--- src/rtl/muldiv_unit.sv ---
// muldiv_unit: EX-stage multiply/divide unit that owns the HI/LO registers.
// MULT/MULTU/DIV/DIVU/MTHI/MTLO are accepted only while IDLE. Multi-cycle
// operations run in the background, and mdstallE is high while the unit is busy.
//
// Parameters:
//   WIDTH       operand and HI/LO width; a divide iterates WIDTH cycles
//   MUL_CYCLES  multiply latency (>=1); 1 writes the product at the accept edge
//
// Ports:
//   clk          rising-edge clock
//   reset        synchronous, active-high; aborts any running op
//   muldivopE    3-bit op code from E
//   srcaE        rs operand (dividend / multiplicand / MTHI,MTLO data)
//   srcbE        rt operand (divisor / multiplier)
//   hi, lo       HI/LO registers (registered outputs)
//   mdstallE     busy flag, a decode of the state register only
//   mdstall_cnt  count of stalled cycles (present only with MULDIV_PERF_CNT_EN)
//
// Optional feature: define MULDIV_PERF_CNT_EN to add the 32-bit stall counter.
module muldiv_unit #(
    parameter int WIDTH      = 32,
    parameter int MUL_CYCLES = 1
) (
    input  logic             clk,
    input  logic             reset,
    input  logic [2:0]       muldivopE,
    input  logic [WIDTH-1:0] srcaE,
    input  logic [WIDTH-1:0] srcbE,
    output logic [WIDTH-1:0] hi,
    output logic [WIDTH-1:0] lo,
    output logic             mdstallE
`ifdef MULDIV_PERF_CNT_EN
    ,
    output logic [31:0]      mdstall_cnt
`endif
);

    localparam int CW  = $clog2(WIDTH) + 1;
    localparam int MCW = $clog2(MUL_CYCLES) + 1;

    typedef enum logic [2:0] {
        OP_NONE  = 3'd0,
        OP_MULT  = 3'd1,
        OP_MULTU = 3'd2,
        OP_DIV   = 3'd3,
        OP_DIVU  = 3'd4,
        OP_MTHI  = 3'd5,
        OP_MTLO  = 3'd6,
        OP_NONE7 = 3'd7
    } op_e;

    typedef enum logic [1:0] {
        S_IDLE = 2'd0,
        S_MUL  = 2'd1,
        S_DIV  = 2'd2,
        S_FIX  = 2'd3
    } state_e;

    state_e           r_state;
    logic [WIDTH-1:0] r_hi, r_lo;
    logic [WIDTH-1:0] r_ma, r_mb;
    logic             r_msigned;
    logic [MCW-1:0]   r_mcnt;
    logic [WIDTH-1:0] r_rem, r_quo, r_dvsr;
    logic             r_qneg, r_rneg;
    logic [CW-1:0]    r_cnt;

    op_e w_op;
    assign w_op = op_e'(muldivopE);

    // A single multiplier is shared by the IDLE accept path and the MUL drain path.
    logic [WIDTH-1:0]   w_ma, w_mb;
    logic               w_msgn;
    logic [2*WIDTH-1:0] w_ext_a, w_ext_b, w_prod;

    always_comb begin
        w_ma   = srcaE;
        w_mb   = srcbE;
        w_msgn = (w_op == OP_MULT);
        if (r_state == S_MUL) begin
            w_ma   = r_ma;
            w_mb   = r_mb;
            w_msgn = r_msigned;
        end
    end

    assign w_ext_a = {{WIDTH{w_msgn & w_ma[WIDTH-1]}}, w_ma};
    assign w_ext_b = {{WIDTH{w_msgn & w_mb[WIDTH-1]}}, w_mb};
    assign w_prod  = w_ext_a * w_ext_b;

    // Operand magnitudes for the divider. MIN_INT maps to itself, which reads
    // correctly as an unsigned magnitude.
    logic             w_asgn, w_bsgn;
    logic [WIDTH-1:0] w_abs_a, w_abs_b;

    assign w_asgn  = (w_op == OP_DIV) & srcaE[WIDTH-1];
    assign w_bsgn  = (w_op == OP_DIV) & srcbE[WIDTH-1];
    assign w_abs_a = w_asgn ? -srcaE : srcaE;
    assign w_abs_b = w_bsgn ? -srcbE : srcbE;

    // One restoring step: shift the next dividend bit into the partial
    // remainder, then keep the difference if it did not go negative.
    logic [WIDTH:0] w_shift, w_diff;

    assign w_shift = {r_rem, r_quo[WIDTH-1]};
    assign w_diff  = w_shift - {1'b0, r_dvsr};

    always_ff @(posedge clk) begin
        if (reset) begin
            r_state   <= S_IDLE;
            r_hi      <= '0;
            r_lo      <= '0;
            r_ma      <= '0;
            r_mb      <= '0;
            r_msigned <= 1'b0;
            r_mcnt    <= '0;
            r_rem     <= '0;
            r_quo     <= '0;
            r_dvsr    <= '0;
            r_qneg    <= 1'b0;
            r_rneg    <= 1'b0;
            r_cnt     <= '0;
        end else begin
            case (r_state)
                S_IDLE: begin
                    case (w_op)
                        OP_MTHI: r_hi <= srcaE;
                        OP_MTLO: r_lo <= srcaE;
                        OP_MULT, OP_MULTU: begin
                            if (MUL_CYCLES == 1) begin
                                {r_hi, r_lo} <= w_prod;
                            end else begin
                                r_ma      <= srcaE;
                                r_mb      <= srcbE;
                                r_msigned <= (w_op == OP_MULT);
                                r_mcnt    <= MCW'(MUL_CYCLES - 2);
                                r_state   <= S_MUL;
                            end
                        end
                        OP_DIV, OP_DIVU: begin
                            if (srcbE == '0) begin
                                r_lo <= '1;
                                r_hi <= srcaE;
                            end else begin
                                r_rem   <= '0;
                                r_quo   <= w_abs_a;
                                r_dvsr  <= w_abs_b;
                                r_qneg  <= w_asgn ^ w_bsgn;
                                r_rneg  <= w_asgn;
                                r_cnt   <= CW'(WIDTH - 1);
                                r_state <= S_DIV;
                            end
                        end
                        default: ;
                    endcase
                end
                S_MUL: begin
                    if (r_mcnt == '0) begin
                        {r_hi, r_lo} <= w_prod;
                        r_state      <= S_IDLE;
                    end else begin
                        r_mcnt <= r_mcnt - 1'b1;
                    end
                end
                S_DIV: begin
                    if (!w_diff[WIDTH]) begin
                        r_rem <= w_diff[WIDTH-1:0];
                        r_quo <= {r_quo[WIDTH-2:0], 1'b1};
                    end else begin
                        r_rem <= w_shift[WIDTH-1:0];
                        r_quo <= {r_quo[WIDTH-2:0], 1'b0};
                    end
                    if (r_cnt == '0) begin
                        r_state <= S_FIX;
                    end else begin
                        r_cnt <= r_cnt - 1'b1;
                    end
                end
                S_FIX: begin
                    r_lo    <= r_qneg ? -r_quo : r_quo;
                    r_hi    <= r_rneg ? -r_rem : r_rem;
                    r_state <= S_IDLE;
                end
                default: r_state <= S_IDLE;
            endcase
        end
    end

    assign hi       = r_hi;
    assign lo       = r_lo;
    assign mdstallE = (r_state != S_IDLE);

`ifdef MULDIV_PERF_CNT_EN
    logic [31:0] r_stall_cnt;

    always_ff @(posedge clk) begin
        if (reset) begin
            r_stall_cnt <= '0;
        end else if (mdstallE) begin
            r_stall_cnt <= r_stall_cnt + 32'd1;
        end
    end

    assign mdstall_cnt = r_stall_cnt;
`else
    // Stall counter is not built.
`endif

endmodule
--- config.mk ---
export PLATFORM = sky130hd
export DESIGN_NAME = muldiv_unit
export DESIGN_NICKNAME = d
export VERILOG_FILES = /design/src/rtl/muldiv_unit.sv
export SDC_FILE = /design/constraint.sdc
export NUM_CORES = 2
export LEC_CHECK = 0
export CAP_MARGIN = 20
export CORE_ASPECT_RATIO = 0.8
export CORE_UTILIZATION = 30
export DETAILED_ROUTE_END_ITERATION = 7
export GPL_TIMING_DRIVEN = 0
export MAX_ROUTING_LAYER = met4
export PLACE_DENSITY = 0.5
export SYNTH_ARGS = -nofsm -noshare
export SYNTH_HDL_FRONTEND = slang
export SYNTH_SLANG_ARGS = --single-unit
--- constraint.sdc ---
create_clock -name clk -period 24.9 [get_ports clk]
set_input_delay 2.49 -clock clk [delete_from_list [all_inputs] [get_ports clk]]
set_output_delay 2.49 -clock clk [all_outputs]
set_load 0.01 [all_outputs]
==> results_dict.tcl <==
set metrics [dict create \
    synth_adder_area_share_pct 50.9 \
    path_max_fanout 10 \
    drc 0 \
    cts_resized 0 \
    maxCapViolations 0 \
    gp_congestion 1.04 \
    layout.nets 7585 \
    drt_iter0_drc 5653 \
    synth-seq-cells 170 \
    cp-end-kind "flop" \
    synth_top_cell_area_share_pct 44.7 \
    rows 134 \
    rsz0062_at_grt "no" \
    synth_mux_area_share_pct 0.278 \
    slowest_stage "clkbuf_1" \
    vias 44400 \
    synth_xor_area_share_pct 3.73 \
    timing.final.crit_share_pct 57.5 \
    start_util_pct 30.2 \
    async_reset_ff_share_pct 0 \
    grt.total_usage_pct 29.4 \
    syn2layout_area_growth_pct 9.93 \
    setup_tns_ns 0 \
    syn-num-nets 7429 \
    timing.hold.worst.class "flop to flop" \
    drt-vias-per-instance 5.28 \
    synth-simple-area-share_pct 16.2 \
    grt_pass1_vias 44600 \
    hpwl_um 202000 \
    status "completed" \
    cts_buffer_depth 3 \
    setup_viol_count_final 0 \
    synth_compound_area_share_pct 9.46 \
    regArea_um2 3400 \
    clk_latency_ns 0.52 \
    max_freq_ghz 0.0699 \
    synth_most_common_cell "inv_1" \
    io_buffer_count 100 \
    fin_skew_ns 0.0331 \
    io_pins 134 \
    ant_nets 0 \
    holdBufCountCts 0 \
    synth_edf_count 0 \
    synth.area.top_cells "fa_1 (45%), inv_1 (9.4%), nand2_1 (6.9%)" \
    syn_area_per_cell_um2 8.43 \
    coreArea_um2 167000 \
    die_h_um 369 \
    final_max_slew_viol_count 0 \
    clock_sink_count 170 \
    clkTransAtPathRegs_ns 0.08 \
    ys.flop_type "dfxtp_1" \
    grt-ovfl-total 0 \
    start_kind "input pin" \
    multi_input_comb_area_um2 40600 \
    crit_arrival_ns 14.64 \
    synth_top_family_by_area "adder cells" \
    antenna_found_initial 29 \
    worst_pin_slew_ns 1.33 \
    max_stage_delay_ns 0.88 \
    yosys-top-cells-count "inv_1 (1269), fa_1 (1126), nand2_1 (928), clkbuf_1 (398), nor2_1 (274)" \
    grt_max_degree 19 \
    cts_setup_buffers 0 \
    root_buffer "clkbuf_16" \
    nFillCells 17700 \
    yosysUniqueCellTypes 85 \
    crit_type "input pin to flop" \
    die_width_um 460 \
    fp.dieArea_um2 170000 \
    cts_buffers 25 \
    ys_seq_area_share_pct 6.75 \
    fin_crit_ns 14.31 \
    drt_first_pass_iters 7 \
    synth_area_um2 50400 \
    wl_um 240000 \
    drive_gt1_share_pct 1.99 \
    postSynthCellCount 5984 \
    crit_required_ns 25.23 \
    ys_warn_count 0 \
    slew-limit-headroom_pct 11.0 \
    wire_per_inst_um 28.6 \
    cts.htree.levels 4 \
    hold_viol 0 \
    cts_tree "built" \
    grt_pass1_wl_um 342000 \
    yosys.area.top_type "fa_1" \
]
==> cells by family (layout without fill, tap and decap cells) <==
kind of cell | Yosys count | in the layout
DFF | 170 | 170
adders and majority gates | 1376 | 1376
AOI/OAI and AO/OA | 720 | 720
buffers and inverters | 1697 | 1859
and+or+nand+nor | 1792 | 1792
other | 0 | 15
muxes | 14 | 14
xor gates and xnor gates | 215 | 215
==> worst paths after layout <==
path         slack, ns                      to  depth (start not counted)                    start
max reg2reg      12.09     hi[20]$_SDFFE_PP0P_                         30  r_state[1]$_SDFFE_PP0P_
min               0.49  r_dvsr[0]$_SDFFE_PP0P_                          2   r_dvsr[0]$_SDFFE_PP0P_
min reg2reg       0.49  r_dvsr[0]$_SDFFE_PP0P_                          2   r_dvsr[0]$_SDFFE_PP0P_
max              10.59     hi[20]$_SDFFE_PP0P_                         34             muldivopE[0]
==> layout make-up <==
cell class                      count  area share [%]
Timing Repair Buffer              129            2.65
Sequential cell                   170            6.14
Clock inverter                      1         0.00903
Buffer                            428            2.99
Clock buffer                       32            1.21
Inverter                         1269            8.59
Tap cell                         2244            5.06
Multi-Input combinational cell   4117            73.3
Antenna cell                       15          0.0677
==> metrics by stage <==
step                area [µm²]  hold WS [ns]  utilization, %  setup slack [ns]  instances
global route             55400         0.498            33.2             10.37       8400
floorplan                50400         0.432               -             13.99       5984
finish                   55500         0.489            33.2             10.59       8405
global placement         54300         0.456            32.5              9.55       8328
CTS                      55300         0.474            33.2             10.82       8383
detailed placement       54600         0.460            32.8             10.32       8350
==> placed cells by master (no fill, tap or decap), drive strengths merged, types with 19 or more instances in the layout <==
cell           instances
xnor2                122
o21bai                26
a31oi                 19
nor3                  63
and2                  74
or3                   22
and3                 262
a21o                  53
inv                 1269
o21ai                133
clkdlybuf4s50        100
dfxtp                170
o31ai                 35
clkbuf               433
a221oi                33
o211ai                25
buf                   56
nand2                928
nand3                 45
xor2                  93
fa                  1126
nor2                 276
nand4                 21
ha                   250
a21oi                196
a211oi                85
==> state kept, by name, indices dropped and copies added, names as in the netlist <==
| name | count |
|---|---|
| hi | 32 |
| r_quo | 32 |
| r_cnt | 6 |
| r_dvsr | 32 |
| r_qneg | 1 |
| r_rem | 32 |
| lo | 32 |
| r_state | 2 |
| r_rneg | 1 |
==> metal layers <==
metal  global-route usage, %  wire length, µm  vias up  share of wire [%]
met4                    7.99             7830        0                3.3
met3                    6.47            26600      249                 11
met2                    39.4            95500     2451                 40
met5                       -                0        -                  0
li1                        -                -    18600                  -
met1                    43.6           110000    23100                 46
==> worst max-delay path, delay by kind of cell <==
kind                     cells  cell delay, ns
XOR/XNOR                     1            0.22
AO/OA/AOI/OAI                6            1.92
buffers and inverters       13            3.53
AND/OR/NAND/NOR              5            2.05
adder cells (fa/ha/maj)      9            4.40
Power is not shown: default switching activity piles up to over one toggle a cycle in this logic, so the estimate is an artifact.
